<file path="config.mk">
export PLATFORM = sky130hd
export DESIGN_NAME = display_scan_ctrl
export DESIGN_NICKNAME = d
export VERILOG_FILES = /design/src/rtl/display_scan_ctrl_pkg.sv /design/src/rtl/display_scan_ctrl_scan_timer.sv /design/src/rtl/display_scan_ctrl.sv
export SDC_FILE = /design/constraint.sdc
export NUM_CORES = 1
export LEC_CHECK = 0
export ABC_AREA = 1
export CAP_MARGIN = 10
export CORE_MARGIN = 3
export CORE_UTILIZATION = 43
export CTS_CLUSTER_DIAMETER = 100
export CTS_CLUSTER_SIZE = 28
export DETAILED_ROUTE_END_ITERATION = 8
export HOLD_SLACK_MARGIN = 0.06
export PLACE_DENSITY_LB_ADDON = 0.3
export SYNTH_ARGS = -nofsm -noshare
export SYNTH_HDL_FRONTEND = slang
export SYNTH_SLANG_ARGS = --single-unit
</file>
<file path="constraint.sdc">
create_clock -name clk -period 2.16 [get_ports clk]
set_input_delay 0.648 -clock clk [delete_from_list [all_inputs] [get_ports clk]]
set_output_delay 0.648 -clock clk [all_outputs]
set_load 0.01 [all_outputs]
</file>
<file path="src/rtl/display_scan_ctrl_pkg.sv">
// Shared definitions for the seven-segment scan controller: register offsets,
// control bit positions, scan states and reset values.
package display_scan_ctrl_pkg;

    localparam int IDX_W = 3;

    localparam logic [3:0] OFF_MASK   = 4'd8;
    localparam logic [3:0] OFF_CTRL   = 4'd9;
    localparam logic [3:0] OFF_STATUS = 4'd10;

    localparam int CTRL_BLANK_ALL = 0;
    localparam int CTRL_LAMP_TEST = 1;

    typedef enum logic {
        ST_BLANK = 1'b0,
        ST_ON    = 1'b1
    } scan_state_t;

    localparam logic [7:0] DIGIT_RST = 8'hFF;
    localparam logic [7:0] MASK_RST  = 8'h01;
    localparam logic [1:0] CTRL_RST  = 2'b00;
    localparam logic [7:0] RD_RST    = 8'h00;
    localparam logic [7:0] SEG_OFF   = 8'hFF;
    localparam logic [7:0] SEG_LAMP  = 8'h00;

    function automatic logic [7:0] status_byte(input logic [IDX_W-1:0] idx);
        return {5'b0, idx};
    endfunction

endpackage

</file>
<file path="src/rtl/display_scan_ctrl_scan_timer.sv">
// Slot timer for the display scan: cycle counter, digit index and the
// BLANK/ON state machine. Exposes next-state values so outputs can be registered.
module display_scan_ctrl_scan_timer
    import display_scan_ctrl_pkg::*;
#(
    parameter int NUM_DIGITS   = 8,
    parameter int REFRESH_DIV  = 100000,
    parameter int BLANK_CYCLES = 1000
) (
    input  logic             clk,
    input  logic             reset_n,
    output logic [IDX_W-1:0] idx,
    output logic [IDX_W-1:0] idx_next,
    output scan_state_t      state_next
);

    localparam int CNT_W = $clog2(REFRESH_DIV);
    localparam logic [CNT_W-1:0] CNT_LAST   = CNT_W'(REFRESH_DIV - 1);
    localparam logic [CNT_W-1:0] BLANK_LAST = CNT_W'((BLANK_CYCLES > 0) ? BLANK_CYCLES - 1 : 0);
    localparam logic [IDX_W-1:0] IDX_LAST   = IDX_W'(NUM_DIGITS - 1);
    localparam scan_state_t      STATE_RST  = (BLANK_CYCLES > 0) ? ST_BLANK : ST_ON;

    logic [CNT_W-1:0] cnt_reg;
    logic [CNT_W-1:0] cnt_next;
    logic [IDX_W-1:0] idx_reg;
    scan_state_t      state_reg;
    logic             slot_last;
    logic             blank_last;

    assign slot_last  = (cnt_reg == CNT_LAST);
    assign blank_last = (cnt_reg == BLANK_LAST);
    assign idx        = idx_reg;

    always_ff @(posedge clk or negedge reset_n) begin
        if (!reset_n) begin
            cnt_reg   <= '0;
            idx_reg   <= '0;
            state_reg <= STATE_RST;
        end else begin
            cnt_reg   <= cnt_next;
            idx_reg   <= idx_next;
            state_reg <= state_next;
        end
    end

    always_comb begin
        cnt_next   = slot_last ? '0 : cnt_reg + CNT_W'(1);
        idx_next   = idx_reg;
        state_next = state_reg;
        if (slot_last) begin
            idx_next = (idx_reg == IDX_LAST) ? '0 : idx_reg + IDX_W'(1);
        end
        case (state_reg)
            ST_BLANK: if (blank_last) state_next = ST_ON;
            // Without a blank interval the machine simply never leaves ON.
            ST_ON:    if (slot_last && (BLANK_CYCLES > 0)) state_next = ST_BLANK;
            default:  state_next = STATE_RST;
        endcase
    end

endmodule

</file>
<file path="src/rtl/display_scan_ctrl.sv">
// PicoBlaze-attached 7-segment scan controller: digit/mask/control registers,
// registered read-back, and registered anode/segment drive.
module display_scan_ctrl
    import display_scan_ctrl_pkg::*;
#(
    parameter int         NUM_DIGITS   = 8,
    parameter int         REFRESH_DIV  = 100000,
    parameter int         BLANK_CYCLES = 1000,
    parameter logic [7:0] BASE_PORT    = 8'h10
) (
    input  logic                  clk,
    input  logic                  reset_n,
    input  logic [7:0]            port_id,
    input  logic                  write_strobe,
    input  logic [7:0]            out_port,
    output logic [7:0]            rd_data,
    output logic [NUM_DIGITS-1:0] an,
    output logic [7:0]            seg
);

    logic [7:0]            digit_reg [NUM_DIGITS];
    logic [7:0]            mask_reg;
    logic [1:0]            ctrl_reg;
    logic [7:0]            rd_reg;
    logic [7:0]            rd_next;
    logic [NUM_DIGITS-1:0] an_reg;
    logic [NUM_DIGITS-1:0] an_next;
    logic [7:0]            seg_reg;
    logic [7:0]            seg_next;

    logic                  base_hit;
    logic [3:0]            offset;
    logic                  wr_en;
    logic [NUM_DIGITS-1:0] digit_hit;
    logic [NUM_DIGITS-1:0] idx_onehot;
    logic [7:0]            digit_cur;

    logic [IDX_W-1:0]      idx;
    logic [IDX_W-1:0]      idx_next;
    scan_state_t           state_next;

    display_scan_ctrl_scan_timer #(
        .NUM_DIGITS  (NUM_DIGITS),
        .REFRESH_DIV (REFRESH_DIV),
        .BLANK_CYCLES(BLANK_CYCLES)
    ) u_scan_timer (
        .clk       (clk),
        .reset_n   (reset_n),
        .idx       (idx),
        .idx_next  (idx_next),
        .state_next(state_next)
    );

    assign base_hit = (port_id[7:4] == BASE_PORT[7:4]);
    assign offset   = port_id[3:0];
    assign wr_en    = write_strobe && base_hit;

    // Offsets at or beyond NUM_DIGITS never match a digit, so they fall through as unmapped.
    generate
        for (genvar gi = 0; gi < NUM_DIGITS; gi++) begin : g_decode
            assign digit_hit[gi]  = (offset == 4'(gi));
            assign idx_onehot[gi] = (idx_next == IDX_W'(gi));
        end
    endgenerate

    always_ff @(posedge clk or negedge reset_n) begin
        if (!reset_n) begin
            for (int i = 0; i < NUM_DIGITS; i++) begin
                digit_reg[i] <= DIGIT_RST;
            end
            mask_reg <= MASK_RST;
            ctrl_reg <= CTRL_RST;
        end else if (wr_en) begin
            for (int i = 0; i < NUM_DIGITS; i++) begin
                if (digit_hit[i]) digit_reg[i] <= out_port;
            end
            if (offset == OFF_MASK) mask_reg <= out_port;
            if (offset == OFF_CTRL) ctrl_reg <= out_port[1:0];
        end
    end

    always_comb begin
        rd_next = RD_RST;
        if (base_hit) begin
            for (int i = 0; i < NUM_DIGITS; i++) begin
                if (digit_hit[i]) rd_next = digit_reg[i];
            end
            case (offset)
                OFF_MASK:   rd_next = mask_reg;
                OFF_CTRL:   rd_next = {6'b0, ctrl_reg};
                OFF_STATUS: rd_next = status_byte(idx);
                default:    ;
            endcase
        end
    end

    always_comb begin
        digit_cur = SEG_OFF;
        for (int i = 0; i < NUM_DIGITS; i++) begin
            if (idx_onehot[i]) digit_cur = digit_reg[i];
        end
    end

    // Drive is derived from the scan state being entered, so anodes and state change on the same edge.
    always_comb begin
        an_next  = '1;
        seg_next = SEG_OFF;
        if (!ctrl_reg[CTRL_BLANK_ALL] && (state_next == ST_ON)) begin
            if (ctrl_reg[CTRL_LAMP_TEST]) begin
                an_next  = ~idx_onehot;
                seg_next = SEG_LAMP;
            end else if (mask_reg[idx_next]) begin
                an_next  = ~idx_onehot;
                seg_next = digit_cur;
            end
        end
    end

    always_ff @(posedge clk or negedge reset_n) begin
        if (!reset_n) begin
            rd_reg  <= RD_RST;
            an_reg  <= '1;
            seg_reg <= SEG_OFF;
        end else begin
            rd_reg  <= rd_next;
            an_reg  <= an_next;
            seg_reg <= seg_next;
        end
    end

    assign rd_data = rd_reg;
    assign an      = an_reg;
    assign seg     = seg_reg;

endmodule
</file>
After elaboration in Yosys (flattened, before gate mapping)
Index checks and enable logic that the tools add are counted.
{"block": "classes", "addsub": 2, "n_mul": 0, "n_div": 0, "n_lt_le_gt_ge": 1, "n_eq_ne": 21, "shift": 0, "muxes": 32, "n_bitwise": 2, "reduce_logical": 15}
{"op": "8-bit two-way mux", "n": 23}
{"op": "8-bit case mux with 3 select lines", "n": 1}
{"op": "2-bit AND reduction", "n": 10}
{"op": "17-bit by 1-bit adder with 17-bit output, second input constant", "n": 1}
{"op": "17-bit by 10-bit equality test with 1-bit output, second input constant", "n": 1}
{"op": "17-bit equality test, second input constant", "n": 1}
{"op": "17-bit two-way mux", "n": 1}
{"op": "4-bit by 3-bit equality test with 1-bit output, second input constant", "n": 4}
{"op": "3-bit equality test, second input constant", "n": 5}
{"op": "4-bit equality test, second input constant", "n": 3}
{"op": "4-bit by 1-bit equality test with 1-bit output, second input constant", "n": 2}
{"op": "4-bit by 2-bit equality test with 1-bit output, second input constant", "n": 2}
{"op": "8-bit NOT", "n": 1}
{"op": "3-bit by 2-bit equality test with 1-bit output, second input constant", "n": 2}
{"op": "3-bit two-way mux", "n": 2}
{"op": "4-bit zero test", "n": 1}
{"op": "3-bit by 4-bit less-than comparator with 1-bit output, second input constant", "n": 1}
{"op": "3-bit by 1-bit adder with 3-bit output, second input constant", "n": 1}
{"op": "1-bit binary-select mux with 3-bit select", "n": 1}
{"op": "3-bit by 1-bit equality test with 1-bit output, second input constant", "n": 1}
{"op": "3-bit zero test", "n": 1}
{"op": "1-bit two-way mux", "n": 3}
{"op": "1-bit logical AND", "n": 2}
{"op": "1-bit case mux with 2 select lines", "n": 1}
{"op": "other kinds (2)", "n": 2}
{"block": "totals", "reg_bits": 119, "latchBits": 0, "ram_bits": 0, "mem_bits_ro": 0, "output_inout_bits": 24, "wordCells": 89, "n_memories": 0}

Longest topological paths before layout
Gate-level depths: netlist of the first run.
{"block": "depth", "word_depth": 15, "ltp_mapped": 19, "ltp_nobuf": 19}

Cells and area by module
From an unflattened synthesis of the first run, not the netlist that was laid out.
{"block": "unflattened", "cells_unflattened": 843, "hier_area_um2": 6419.9}
{"module": "display_scan_ctrl", "n_inst": 1, "cells_each": 671, "area_each_um2": 5157.4}
{"module": "display_scan_ctrl_scan_timer", "n_inst": 1, "cells_each": 172, "area_each_um2": 1262.5}

Worst setup path before layout of the first run
No wires, ideal clock.
{"block": "synth_path", "kind": "input port to flip-flop", "start": "in port_id[5]", "end": "reg digit_reg[13] in the netlist's numbering", "setup_ns": 0.082, "arrival_ns": 2.049, "required_time_ns": 2.078, "setup_slack_ns": 0.028, "cell_stages": 5, "path_buffers": 1, "path_cell_list": "nor4_4 > nand2_1 > nor2_1 > buf_2 > mux2_2"}
{"block": "synth_via", "elab_chain_len": 3}
{"element": "start, declared", "line": "display_scan_ctrl.sv:13", "text": "input logic [7:0] port_id,"}
{"element": "4-bit by 1-bit equality test with 1-bit output", "line": "display_scan_ctrl.sv:54", "text": "assign base_hit = (port_id[7:4] == BASE_PORT[7:4]);"}
{"element": "1-bit logical AND", "line": "display_scan_ctrl.sv:56", "text": "assign wr_en = write_strobe && base_hit;"}
{"element": "2-bit AND reduction (no line)"}
{"element": "end signal, assigned by index", "line": "display_scan_ctrl.sv:75", "text": "if (digit_hit[i]) digit_reg[i] <= out_port;"}
{"element": "end, declared", "line": "display_scan_ctrl.sv:21", "text": "logic [7:0] digit_reg [NUM_DIGITS];"}
No other way between the ends.
A chain may end at the register's enable or synchronous reset.

Worst setup path in the final report of the first run
{"block": "layout_path", "start": "reg u_scan_timer.cnt_reg[0]", "end": "reg seg_reg[0] (netlist: seg[0])"}
{"block": "layout_via", "elab_chain_len": 14}
{"element": "start, declared", "line": "display_scan_ctrl_scan_timer.sv:23", "text": "logic [CNT_W-1:0] cnt_reg;"}
{"element": "start signal, assigned", "line": "display_scan_ctrl_scan_timer.sv:40", "text": "cnt_reg <= cnt_next;"}
{"element": "17-bit equality test *", "line": "display_scan_ctrl_scan_timer.sv:30", "text": "assign slot_last = (cnt_reg == CNT_LAST);"}
{"element": "3-bit two-way mux *", "line": "display_scan_ctrl_scan_timer.sv:50", "text": "if (slot_last) begin"}
{"element": "net idx_next[1]", "line": "display_scan_ctrl.sv:39", "text": "logic [IDX_W-1:0] idx_next;"}
{"element": "3-bit zero test", "line": "display_scan_ctrl.sv:62", "text": "assign idx_onehot[gi] = (idx_next == IDX_W'(gi));"}
{"element": "8-bit two-way mux (8 in a row)", "line": "display_scan_ctrl.sv:100", "text": "if (idx_onehot[i]) digit_cur = digit_reg[i];"}
{"element": "8-bit two-way mux *", "line": "display_scan_ctrl.sv:112", "text": "end else if (mask_reg[idx_next]) begin"}
{"element": "8-bit two-way mux *", "line": "display_scan_ctrl.sv:109", "text": "if (ctrl_reg[CTRL_LAMP_TEST]) begin"}
{"element": "8-bit two-way mux *", "line": "display_scan_ctrl.sv:108", "text": "if (!ctrl_reg[CTRL_BLANK_ALL] && (state_next == ST_ON)) begin"}
{"element": "net seg_next[0]", "line": "display_scan_ctrl.sv:29", "text": "logic [7:0] seg_next;"}
{"element": "end signal, assigned", "line": "display_scan_ctrl.sv:127", "text": "seg_reg <= seg_next;"}
{"element": "end, declared", "line": "display_scan_ctrl.sv:28", "text": "logic [7:0] seg_reg;"}
Mark *: on every way through the listed nets, which the timed path passes. The rest lies on a longest branch. The select of a mux whose other input is x is not followed.

==> key figures, run 1 <==
Run status
  • Outcome: complete, but fails checks
  • Failing checks: negative setup slack

Timing
  • Setup ws final: -0.0441 ns
  • Slew Viols, Final: 0
  • Clock skew: approximately 0.0085 ns
  • Max transition margin: between 50% and 60%
  • Measured slew at the worst slew-check pin: slightly above 0.6 ns
  • Setup violations, final: 17
  • Final Cycle Share: 102%
  • Post-route minimum period: approximately 2.2 ns
  • Hold slack: about 0.21 ns
  • Hold Fails Final Rpt: 0
  • RSZ-0062 raised after global routing: true
  • Fmax: roughly 0.45 GHz

Pwr
  • Pwr Density: between 600 and 700 nW/um^2
  • IR Drop Worst-Case VDD: about 0.55 mV
  • Overall power: roughly 5.7 mW
  • Static leakage: between 4 and 5 nW

Final layout
  • Storage element area: approximately 3100 sq um
  • Fillers: 1,176
  • Core Util, Final: between 60% and 70%
  • Final #Nets: approximately 950
  • Area of the multi-input gates: 2870 sq um
  • Most frequent cells in the layout: 167 x nand2_1, 118 x buf_4, 109 x inv_1
  • Share of layout cells above drive strength 1: between 30% and 40%
  • Layout area overhead: 39.9%
  • Largest register FFs: 64
  • Commonest non-fill, non-tap cell in the layout: nand2_1
  • Antenna Diode Count: 0
  • Layout Cells excl Fill: approximately 1,100

Place
  • IO Port Bufs: 42
  • DP HPWL: 13,900 um
  • Dpl cells: about 1,100
  • Routability Congestion: 0.975

Floorplan
  • Die width: ~130 um
  • Initial Util: approximately 45%
  • Die height: between 100 and 150 um
  • Die area: around 16,000 sq um
  • Area of the core: 14,100 sq um
  • Row count: 43
  • IO Pins: between 40 and 50

Worst setup path
  • Crit Path Class: reg2reg
  • Startpoint types: flip-flop
  • Largest fanout on the critical path: 6
  • CP arrival: 2.54 ns
  • Data required time of the worst path: 2.49 ns
  • Crit end category: flip-flop

Routing
  • Via density: about 5.2
  • DRT antenna net count: 0
  • Via count: around 6,000
  • Wire length per cell: 17.2 um
  • Post-Route WL: around 19,000 um
  • Residual DRC: 0
  • DR pass1 iterations: 5
  • Initial DRC Count: 464

Synth
  • Mapped Avg Cell Area: 8.37 sq um
  • Post-synth EDFFs: 0
  • Cells after Synth: about 750
  • Async S/R FF share, synth: between 90% and 100%
  • Synth top area cells: dfstp_2 34%, dfrtp_1 15%, nand2_1 11%
  • Netlist cell types: 50
  • Yosys top cell by area: dfstp_2
  • Syn nets: 773
  • Seq/Total Area, Yosys: about half
  • Ys flop type: dfstp_2
  • Top cell type's share of synthesized area: between 30% and 40%
  • Area of the mapped netlist: about 6300 sq um
  • Syn. warnings: 0
  • Synthesized flop and latch total: ~120

Clocking
  • Clock Root Buffer: clkbuf_16
  • H-tree depth: 4
  • Cts hold-fix bufs: 0
  • Clock tree buffer depth: 2
  • Clk_lat worst skew: around 0.42 ns
  • Clk slew on worst S/H paths: around 0.050 ns
  • TritonCTS Buffers: 17
  • Clk sink count: 119
  • TritonCTS clock tree: yes

GRT
  • Overflow after GRT: 0
  • Largest net degree at the start of global routing: 39
  • Vias in the first global route: 5,681
  • Initial antenna violation count: 0
  • Global-route wire length before repair: 30,100 um
  • GRT Total Usage: ~24%

Worst hold path
  • Worst min path class: in2async

Run
  • Max_cap viols: 0
power breakdown:
part	leakage (nW)	internal (mW)	switching, mW	total (mW)
clock	0.278	1.73	0.991	2.73
combinational	2.68	0.197	0.348	0.545
sequential	1.33	2.41	0.0482	2.46
total	4.29	4.34	1.39	5.73
cell families after synthesis:
logic type      share of synthesized area [%]
simple gates                             24.2
compound gates                           13.5
buf+inv                                  9.45
flops                                    49.0
mux                                      2.69
xor+xnor                                0.557
fa+ha+maj                               0.597
cells in the mapped netlist (2+ instances only):
master     count
inv_1        113
ha_1           3
nand3_1       21
nor2_2         4
clkbuf_1      15
nor3_2         2
o21ai_0       80
a21oi_1       26
dfrtp_1       38
o221ai_1       9
buf_6          2
nand2_1      184
o21ai_2        3
o21ai_1        2
nand2_4        6
a2111oi_0      2
nor2_1        59
nand4_1       17
a221oi_1       2
nand3_4        2
dfstp_2       81
nor3_1         4
nand2_8        2
nand3_2        2
mux2_2        15
buf_2          3
nor2_4         9
o211ai_1       3
inv_2          6
xor2_1         4
o22ai_1       13
repair_timing:
item                                    4_1_cts  5_1_grt
endpoints found under the setup margin        9       55
pin swaps                                    34       11
setup buffers                                18        5
gates resized for setup                      42       46
worst paths after layout:
kind	depth (start not counted)	start	slack, ns	end
setup / recovery	17	u_scan_timer.cnt_reg[0]	-0.04	seg[0]
hold / removal	1	reset_n	0.21	u_scan_timer.cnt_reg[6]
setup reg to reg	17	u_scan_timer.cnt_reg[0]	-0.04	seg[0]
hold reg to reg	2	u_scan_timer.state_reg	0.50	u_scan_timer.state_reg
max in group asynchronous	2	reset_n	1.32	mask_reg[0]
min in group clk	2	u_scan_timer.state_reg	0.50	u_scan_timer.state_reg
metrics by stage:
step | setup slack, ns | instance area, sq um | setup TNS [ns]
after floorplan | 0.0284 | 6290 | 0
after CTS | -0.0187 | 8630 | -0.0632
after detailed placement | -0.406 | 7770 | -19.45
after global placement | -0.389 | 7770 | -17.66
after global routing | -0.231 | 8800 | -3.29
final | -0.0441 | 8800 | -0.419
worst max-delay path: stages, from the launching register on:
cell and delay (ns):
dfrtp_1 0.34, ha_2 0.21, nand3_4 0.11, nor2_4 0.15
nand3_4 0.10, nand2_2 0.07, nand2_2 0.06, inv_2 0.14
nand2_4 0.09, nor2_4 0.21, buf_4 0.16, a21oi_1 0.06
nand2_1 0.08, nand2_2 0.09, nand3_2 0.07, nand2_1 0.05
nand2_1 0.06, nand2_1 0.06
routing by layer:
layer / wire, um / up-vias / share of wire (%) / global-route usage [%]
met2: 9250 / 232 / 48 / 40.4
met3: 1390 / 47 / 7.2 / 6.11
met1: 7800 / 2775 / 41 / 30.0
li1: - / 2774 / - / -
met4: 752 / 0 / 3.9 / 11.1
met5: 0 / - / 0 / 0
final cells by class:
| cell class | instances | share of cell area (%) |
|---|---|---|
| inverters | 122 | 5.43 |
| clock buffers | 21 | 5.23 |
| multi-input cells | 487 | 32.6 |
| repair buffers | 177 | 18.0 |
| flip-flops and latches | 119 | 35.0 |
| clock inverters | 10 | 1.19 |
| well taps | 180 | 2.56 |
Note: power is estimated with default switching activity, not from simulation.
==> run 2: changes to the inputs <==
--- a/config.mk
+++ b/config.mk
@@ -14,6 +14,7 @@
 export DETAILED_ROUTE_END_ITERATION = 8
 export HOLD_SLACK_MARGIN = 0.06
 export PLACE_DENSITY_LB_ADDON = 0.3
+export SKIP_LAST_GASP = 1
 export SYNTH_ARGS = -nofsm -noshare
 export SYNTH_HDL_FRONTEND = slang
 export SYNTH_SLANG_ARGS = --single-unit
==> run 2 against run 1 <==
  * The flow still finishes with violations (negative setup slack)
  * Cell area about the same
  * Non-clock buffer count increased by 1
  * Wire length about the same
  * Largest cell class unchanged
==> key figures, run 2 (same netlist as run 1, synthesis figures left out) <==
Clocking
  • Clk sink count: roughly 120
  • TritonCTS clock tree: yes
  • Clk_lat worst skew: 0.42 ns
  • Clk slew on worst S/H paths: approximately 0.050 ns
  • H-tree depth: 4
  • Clock Root Buffer: clkbuf_16
  • Clock tree buffer depth: 2
  • TritonCTS Buffers: 17

Floorplan
  • Initial Util: between 40% and 50%
  • Area of the core: ~14,000 sq um
  • Die area: about 16,000 sq um
  • Row count: 43
  • Die width: approximately 130 um
  • Die height: about 130 um
  • IO Pins: 43

Place
  • Dpl cells: approximately 1,100
  • Area after DPL: roughly 8000 sq um
  • Routability Congestion: 0.975
  • DP HPWL: 13,900 um
  • IO Port Bufs: between 40 and 50

Final layout
  • Layout Cells excl Fill: 1,117
  • Core Util, Final: approximately 62%
  • Layout area overhead: 40.0%
  • Final instance area: 8800 sq um
  • Antenna Diode Count: 0
  • Commonest non-fill, non-tap cell in the layout: nand2_1
  • Final #Nets: around 950
  • Share of layout cells above drive strength 1: roughly two fifths
  • Most frequent cells in the layout: 167 x nand2_1, 119 x buf_4, 109 x inv_1
  • Largest register FFs: between 60 and 70

Routing
  • Via count: 5,844
  • DRT antenna net count: 0
  • Post-Route WL: roughly 19,000 um
  • Via density: ~5.2
  • Initial DRC Count: approximately 500
  • Residual DRC: 0
  • Wire length per cell: 17.2 um
  • DR pass1 iterations: 6

Timing
  • Post-route minimum period: between 2 and 2.5 ns
  • RSZ-0062 raised after global routing: true
  • Hold slack: approximately 0.21 ns
  • Setup violations, final: 17
  • Final Cycle Share: 102%
  • Slew Viols, Final: 0
  • Clock skew: ~0.0085 ns
  • Fmax: ~0.45 GHz
  • Max transition margin: 58.2%
  • Measured slew at the worst slew-check pin: 0.625 ns
  • Setup ws final: -0.0474 ns
  • Hold Fails Final Rpt: 0

Worst setup path
  • Largest fanout on the critical path: 6
  • CP arrival: between 2 and 3 ns
  • CP peak stage delay: about 0.4 ns
  • CP dominant cell by count: nand2_1
  • Startpoint types: flip-flop
  • Crit end category: flip-flop
  • Crit-path cells: or2_1 -> nor2_4 -> nand3_2 -> nand2_4 -> nand2_8 -> inv_12 -> nand3_4 -> inv_6 -> buf_6 -> nand2_1 -> nand2_1 -> nand2_1 -> nand2_2 -> nand3_2 -> nand2_1 -> nand2_1 -> nand2_1
  • R2R setup slack: -0.05 ns
  • CP max-delay cell: dfrtp_1
  • Data required time of the worst path: 2.52 ns
  • Crit Path Class: reg2reg

GRT
  • Vias in the first global route: approximately 5,700
  • Global-route wire length before repair: ~30,000 um
  • GRT Total Usage: roughly a quarter
  • Largest net degree at the start of global routing: 39
  • Initial antenna violation count: 0
  • Overflow after GRT: 0

Run status
  • Failing checks: negative setup slack
  • Outcome: complete, but fails checks

Pwr
  • Internal: ~4.3 mW
  • Clk pwr share: between 40% and 50%
  • P_sw: approximately 1.4 mW
  • Register share of total power: a little over two fifths
  • Static leakage: approximately 4.3 nW
  • Switching share of power: around 24%
  • Combinational share of power: a little under a tenth
  • IR Drop Worst-Case VDD: approximately 0.56 mV
  • Pwr Density: approximately 650 nW/um^2

Worst hold path
  • Worst min path class: in2async

Run
  • Max_cap viols: 0
[run 2: timing repair]
| item | 4_1_cts | 5_1_grt |
|---|---|---|
| endpoints found under the setup margin | 9 | 55 |
| hold endpoints to repair | 0 | 0 |
| hold buffers | 0 | 0 |
| pin swaps | 33 | 12 |
| buffers inserted | 18 | 6 |
| resized for setup | 41 | 47 |
[run 2: power groups by stage]
stage | logic, mW | clock network, mW | registers [mW]
2_1_floorplan | 0.252 | 0 | 2.47
3_3_place_gp | 0.517 | 0 | 2.48
3_5_place_dp | 0.519 | 0 | 2.49
4_1_cts | 0.532 | 2.76 | 2.46
5_1_grt | 0.595 | 2.86 | 2.47
6_report | 0.546 | 2.72 | 2.46
[run 2: per-layer routing]
layer / up-vias / track usage [%] / wire length, um
li1: 2771 / - / -
met5: - / 0 / 0
met4: 0 / 11.1 / 743
met3: 48 / 6.11 / 1360
met1: 2799 / 30.0 / 7860
met2: 226 / 40.4 / 9230
[run 2: worst paths after layout]
check / start / endpoint / cells past startpoint
hold / removal: reset_n / u_scan_timer.cnt_reg[8] / 1
max in group asynchronous: reset_n / mask_reg[0] / 2
setup reg to reg: u_scan_timer.cnt_reg[13] / seg[0] / 17
hold reg to reg: u_scan_timer.state_reg / u_scan_timer.state_reg / 2
min in group clk: u_scan_timer.state_reg / u_scan_timer.state_reg / 2
setup / recovery: u_scan_timer.cnt_reg[13] / seg[0] / 17
[run 2: worst max-delay path, delay by kind of cell, from the launching register on]
family        cells  cell delay (ns)
simple gates     14             1.42
flops             1             0.40
buf+inv           3             0.31
[run 2: per-stage QoR]
step / total power, mW / setup slack, ns / setup TNS [ns]
after floorplan: 2.72 / 0.0284 / 0
after global placement: 3.00 / -0.389 / -17.66
after detailed placement: 3.00 / -0.406 / -19.45
after CTS: 5.75 / -0.0196 / -0.134
after global routing: 5.92 / -0.229 / -3.25
final: 5.73 / -0.0474 / -0.438
[run 2: layout make-up]
type                       instances  area (sq um)
fill                            1174          5290
sequential                       119          3080
multi-input combinational        487          2870
timing repair buffer             178          1590
inverter                         122           478
clock buffer                      21           460
tap                              180           225
clock inverter                    10           105
